<file path="src/rtl/im_request_queue.sv">
// Intersection-manager request queue.
// Four approach lanes raise request levels; each rising edge captures the
// vehicle's identity, position, velocity and a timestamp into a per-lane
// holding register. A round-robin arbiter moves held requests into a
// first-word-fall-through FIFO, subject to an admission limit on the number
// of vehicles currently inside the intersection.
//
// Handshake (out_valid/out_ready): out_valid is high whenever the FIFO holds
// an entry and the out_* fields show that head entry. A transfer happens on a
// rising clk edge where out_valid and out_ready are both high. While out_valid
// is high and out_ready is low the head entry and out_* stay unchanged. When
// out_valid is low, the out_* fields carry no meaning.
module im_request_queue #(
  parameter int W        = 11,
  parameter int DEPTH    = 8,
  parameter int MAX_CARS = 12
) (
  input  logic           clk,
  input  logic           rst,
  input  logic [3:0]     lane_req,
  input  logic [4*W-1:0] lane_car_id,
  input  logic [4*W-1:0] lane_x0,
  input  logic [4*W-1:0] lane_v0,
  input  logic [W-1:0]   global_time,
  input  logic           finish,
  output logic           out_valid,
  input  logic           out_ready,
  output logic [W-1:0]   out_car_id,
  output logic [W-1:0]   out_x0,
  output logic [W-1:0]   out_v0,
  output logic [W-1:0]   out_t0,
  output logic [1:0]     out_lane,
  output logic [3:0]     cars,
  output logic           overflow,
  output logic [7:0]     drop_count
);

  localparam int         AW         = $clog2(DEPTH);
  localparam logic [3:0] MAX_CARS_L = 4'(MAX_CARS);

  typedef struct packed {
    logic [1:0]   lane;
    logic [W-1:0] car_id;
    logic [W-1:0] x0;
    logic [W-1:0] v0;
    logic [W-1:0] t0;
  } entry_t;

  logic [3:0]  sync1, sync2;
  logic [3:0]  lane_edge;
  logic [3:0]  pending;
  entry_t      hold [4];
  logic [1:0]  rr_ptr;
  entry_t      mem [DEPTH];
  logic [AW:0] wr_ptr, rd_ptr;
  logic        fifo_empty, fifo_full;
  logic        pop, push, can_grant, found;
  logic [1:0]  grant_lane, idx;
  logic [3:0]  grant_mask, capture_mask, drop_mask;
  logic [2:0]  drop_num;
  logic [8:0]  drop_sum;
  logic        fin_eff;
  entry_t      head;

  // Two-flop synchronizer on the lane request levels.
  always_ff @(posedge clk) begin
    if (rst) begin
      sync1 <= '0;
      sync2 <= '0;
    end else begin
      sync1 <= lane_req;
      sync2 <= sync1;
    end
  end

  assign lane_edge = sync1 & ~sync2;

  // FIFO status, decoded from the extra pointer MSB.
  assign fifo_empty = (wr_ptr == rd_ptr);
  assign fifo_full  = (wr_ptr[AW] != rd_ptr[AW]) &&
                      (wr_ptr[AW-1:0] == rd_ptr[AW-1:0]);
  assign out_valid  = !fifo_empty;
  assign pop        = out_valid & out_ready;
  // A slot frees up in the same cycle as a pop, so a full FIFO can still accept.
  assign can_grant  = (!fifo_full || pop) && (cars < MAX_CARS_L);

  // Round-robin search over pending lanes starting at rr_ptr; the loop runs
  // from the farthest offset down so the nearest pending lane wins.
  always_comb begin
    found      = 1'b0;
    grant_lane = rr_ptr;
    idx        = '0;
    for (int i = 3; i >= 0; i--) begin
      idx = rr_ptr + 2'(i);
      if (pending[idx]) begin
        found      = 1'b1;
        grant_lane = idx;
      end
    end
    push       = found & can_grant;
    grant_mask = push ? (4'b0001 << grant_lane) : 4'b0000;
  end

  // A lane being granted this cycle frees its holding register, so a new edge
  // on it is captured rather than dropped.
  assign capture_mask = lane_edge & (~pending | grant_mask);
  assign drop_mask    = lane_edge & pending & ~grant_mask;

  // Count of requests dropped this cycle, added to the saturating counter.
  always_comb begin
    drop_num = '0;
    for (int i = 0; i < 4; i++) begin
      drop_num = drop_num + 3'(drop_mask[i]);
    end
    drop_sum = {1'b0, drop_count} + 9'(drop_num);
  end

  // Per-lane pending flags.
  always_ff @(posedge clk) begin
    if (rst) begin
      pending <= '0;
    end else begin
      pending <= (pending & ~grant_mask) | capture_mask;
    end
  end

  // Holding registers load on capture; reset leaves their contents alone.
  always_ff @(posedge clk) begin
    for (int n = 0; n < 4; n++) begin
      if (capture_mask[n]) begin
        hold[n].lane   <= 2'(n);
        hold[n].car_id <= lane_car_id[n*W +: W];
        hold[n].x0     <= lane_x0[n*W +: W];
        hold[n].v0     <= lane_v0[n*W +: W];
        hold[n].t0     <= global_time;
      end
    end
  end

  // Round-robin pointer moves just past the lane that was granted.
  always_ff @(posedge clk) begin
    if (rst) begin
      rr_ptr <= '0;
    end else if (push) begin
      rr_ptr <= grant_lane + 2'd1;
    end
  end

  // FIFO storage write; storage is not cleared by reset.
  always_ff @(posedge clk) begin
    if (push) begin
      mem[wr_ptr[AW-1:0]] <= hold[grant_lane];
    end
  end

  // FIFO read and write pointers.
  always_ff @(posedge clk) begin
    if (rst) begin
      wr_ptr <= '0;
      rd_ptr <= '0;
    end else begin
      if (push) wr_ptr <= wr_ptr + 1'b1;
      if (pop)  rd_ptr <= rd_ptr + 1'b1;
    end
  end

  // Head entry falls through combinationally from storage.
  assign head       = mem[rd_ptr[AW-1:0]];
  assign out_lane   = head.lane;
  assign out_car_id = head.car_id;
  assign out_x0     = head.x0;
  assign out_v0     = head.v0;
  assign out_t0     = head.t0;

  // Vehicles inside the intersection: up on push, down on finish, never below 0.
  assign fin_eff = finish && (cars != 4'd0);

  always_ff @(posedge clk) begin
    if (rst) begin
      cars <= '0;
    end else begin
      case ({push, fin_eff})
        2'b10:   cars <= cars + 4'd1;
        2'b01:   cars <= cars - 4'd1;
        default: cars <= cars;
      endcase
    end
  end

  // Sticky overflow flag and saturating drop counter.
  always_ff @(posedge clk) begin
    if (rst) begin
      overflow   <= 1'b0;
      drop_count <= '0;
    end else begin
      if (|drop_mask) overflow <= 1'b1;
      drop_count <= drop_sum[8] ? 8'hFF : drop_sum[7:0];
    end
  end

endmodule

</file>
<file path="config.mk">
export PLATFORM = sky130hd
export DESIGN_NAME = im_request_queue
export DESIGN_NICKNAME = d
export VERILOG_FILES = /design/src/rtl/im_request_queue.sv
export SDC_FILE = /design/constraint.sdc
export NUM_CORES = 1
export LEC_CHECK = 0
export BUFFER_PORTS_ARGS = -buffer_cell sky130_fd_sc_hd__buf_4
export CAP_MARGIN = 20
export CORE_UTILIZATION = 55
export CTS_CLUSTER_DIAMETER = 200
export DETAILED_ROUTE_END_ITERATION = 10
export GPL_TIMING_DRIVEN = 0
export PLACE_DENSITY = 0.72
export SLEW_MARGIN = 40
export SYNTH_ARGS = -nofsm -noshare
export SYNTH_HDL_FRONTEND = slang
export SYNTH_SLANG_ARGS = --single-unit
</file>
<file path="constraint.sdc">
create_clock -name clk -period 8.7 [get_ports clk]
set_clock_uncertainty 0.05 [all_clocks]
set_input_delay 0.87 -clock clk [delete_from_list [all_inputs] [get_ports clk]]
set_output_delay 0.87 -clock clk [all_outputs]
set_load 0.005 [all_outputs]
</file>
==> results_dict.tcl <==
set metrics [dict create \
    seqPwrFrac_pct 46.0 \
    crit_arrival_ps 5690 \
    register_area_um2 17100 \
    place_ws_ps 3410 \
    cts_resized 0 \
    worst-path-max-fanout 19 \
    synth.distinct_cells 48 \
    cts_setup_buffers 0 \
    power.share.combinational_pct 22.8 \
    cts-root-buf "clkbuf_16" \
    cts-htree-levels 2 \
    start_util_pct 56.1 \
    multi_input_area_um2 5090 \
    hold_depth 1 \
    fin_nets 1579 \
    crit_required_ps 9120 \
    ff2ff_path_depth 19 \
    cp-end-kind "register" \
    reg2reg_from "pending[1]" \
    clkTransAtPathRegs_ps 60 \
    drt-pass1-iter-count 5 \
    rows 73 \
    die_x_um 204 \
    cts_tree "done" \
    critPathKind "register to register" \
    grt_pass1_vias 11640 \
    max_cap_viol_count 0 \
    clock_latency_ps 620 \
    synthesis.instances 1065 \
    synth-seq-area-share_pct 76.2 \
    p_total_mw 7.64 \
    post_drt_wl_per_cell_um 23.4 \
    holdWs_ps 377 \
    rsz0062_at_grt "false" \
    clkPwrFrac_pct 31.2 \
    finalSetupViolations 0 \
    die_h_um 204 \
    postRouteWirelength_mm 46.5 \
    postRouteAntennaNets 0 \
    drive_gt1_share_pct 38.2 \
    cts_buffer_depth 3 \
    syn-num-nets 1230 \
    hold_end "hold[0][19]" \
    p_int_mw 5.66 \
    viasPerCell 5.61 \
    n_antenna_cell 0 \
    ios 211 \
    cp-start-kind "register" \
    clock_sinks 582 \
    grt_overflow 0 \
    holdBufCountCts 0 \
    io_buffers 209 \
    p_per_area_nw_per_um2 280 \
    post-route-period-util_pct 60.6 \
    drv_slew 0 \
    grt_max_degree 20 \
    vias 11155 \
    status "complete, no violations" \
    p_leak_nw 9.53 \
    synth_warnings 0 \
    r2r-end "drop_count[7]" \
    syn2layout_area_growth_pct 21.5 \
    netlist_area_um2 22400 \
    postSynthAreaPerCell_um2 21.1 \
    relSlewSlack_pct 42.3 \
    hold_viol_final 0 \
    dp_hpwl_mm 32.4 \
    tightest_slew_ps 865 \
    numCtsBuffers 57 \
    drt-initial-drc-count 832 \
    setup_ws_ps 3430 \
    die-area_um2 41600 \
    switching_share_pct 25.9 \
    ys_ff_latch 582 \
    drc_errors 0 \
    fillers 2611 \
    grt_pass1_wl_mm 69.8 \
    hp-class "input port to register" \
    period_needed_ps 5270 \
    coreArea_um2 40000 \
    ir_drop_mv 0.176 \
    r2r_slack_ps 3430 \
    grt.total_usage_pct 23.0 \
    antenna_found_initial 0 \
    p_switching_mw 1.98 \
    hold_start "lane_v0[8]" \
    place_congestion 0.769 \
    clock.fmax_mhz 190 \
]
sequential cells by signal, summed over array words and instances (netlist names), 4 cells and up, named ones only:
signal	cells
mem	368
hold	176
drop_count	8
cars	4
pending	4
rd_ptr	4
sync1	4
sync2	4
wr_ptr	4
stage by stage:
step / cell area [um^2] / TNS [ps] / utilization (%) / std cells
floorplan: 22400 / 0 / - / 1065
global placement: 24700 / -138390 / 61.7 / 1799
detailed placement: 25400 / 0 / 63.6 / 1880
CTS: 27300 / 0 / 68.2 / 1987
global route: 27300 / 0 / 68.2 / 1987
finish: 27300 / 0 / 68.2 / 1987
final cells by class:
| type | count | share of cell area, % |
|---|---|---|
| Tap cell | 525 | 2.41 |
| Inverter | 19 | 0.262 |
| Clock buffer | 76 | 5.71 |
| Buffer | 46 | 1.00 |
| Multi-Input combinational cell | 418 | 18.7 |
| Clock inverter | 31 | 1.01 |
| Timing Repair Buffer | 290 | 8.23 |
| Sequential cell | 582 | 62.7 |
placed cells by master, fill, tap and decap left out, types with 23 or more instances in the layout:
cell	synthesis	routed
clkbuf_16	0	57
mux4_2	92	92
dfxtp_1	38	38
a21oi_1	23	23
buf_4	2	259
mux2_2	46	46
edfxtp_1	544	544
buf_2	13	33
clkbuf_1	16	28
mux2i_1	132	132
layer usage:
metal  up-vias  wire [um]  part of all wire (%)  GRT usage [%]
met1      5757      19600                    42           31.2
met2       301      23600                    51           38.7
met4         0       1010                   2.2           6.80
li1       5030          -                     -              -
met3        67       2320                   5.0           3.49
met5         -          0                     0              0
Yosys cell counts (all sizes together):
master	n	area, um^2
clkbuf	16	60.1
nor4b	1	8.76
nor3b	4	30.0
a21o	2	15.0
a311oi	2	17.5
nand3b	1	7.51
nand2b	4	25.0
nor2	17	66.3
or2	2	12.5
and3	4	25.0
ha	10	125
o22ai	1	6.26
o41a	1	11.3
a2111oi	1	27.5
mux2	46	518
o21ai	6	30.0
o22a	1	8.76
a211o	2	17.5
o41ai	3	48.8
xnor2	7	61.3
dfxtp	38	761
o2111ai	1	8.76
fa	4	80.1
nor3	5	36.3
mux4	92	2070
nor2b	13	81.3
o32ai	1	8.76
a211oi	2	15.0
or3	2	12.5
inv	19	71.3
edfxtp	544	16300
a31oi	2	12.5
a41oi	1	16.3
buf	30	211
a21oi	24	131
mux2i	132	1320
nand3	3	15.0
nand2	12	45.0
xor2	9	86.3
worst max-delay path, cell delays in order (launching register included):
cell and delay, ps:
dfxtp_1 490, inv_1 100, a21oi_1 170, o32ai_1 100, a21oi_1 250, buf_4 310, buf_2 490, inv_1 140
ha_1 230, a21oi_1 270, a31oi_1 120, or2_2 350, fa_1 500, fa_1 200, inv_1 60, fa_1 430
and3_1 220, and3_1 220, nor4b_1 330, nor3_1 80
kinds of logic (layout without fill, tap and decap cells):
logic type	after synthesis	after routing	synth area share (%)
AOI/OAI and AO/OA	50	50	1.67
xor gates and xnor gates	16	16	0.658
adders and majority gates	14	14	0.914
buffers and inverters	65	462	1.53
DFF	582	582	76.2
muxes	270	270	17.4
and+or+nand+nor	68	68	1.63
power by group through the flow:
stage / sequential [mW] / clock [mW] / combinational, mW
after floorplan: 3.57 / 0 / 1.08
after global placement: 3.60 / 0 / 1.68
after detailed placement: 3.58 / 0 / 1.76
after CTS: 3.52 / 2.42 / 1.77
after global routing: 3.53 / 2.52 / 1.87
final: 3.52 / 2.38 / 1.74
worst max path at each step:
stage,startpoint,cells after the start,slack (ps),end
4_1_cts,pending[1],19,3390,drop_count[7]
5_1_grt,pending[1],19,3060,drop_count[7]
6_report,pending[1],19,3430,drop_count[7]
3_5_place_dp,pending[1],19,3410,drop_count[7]
3_3_place_gp,pending[1],9,-870,hold[1][22]
2_1_floorplan,pending[0],10,3090,hold[0][0]
(Power assumes the default switching activity.)
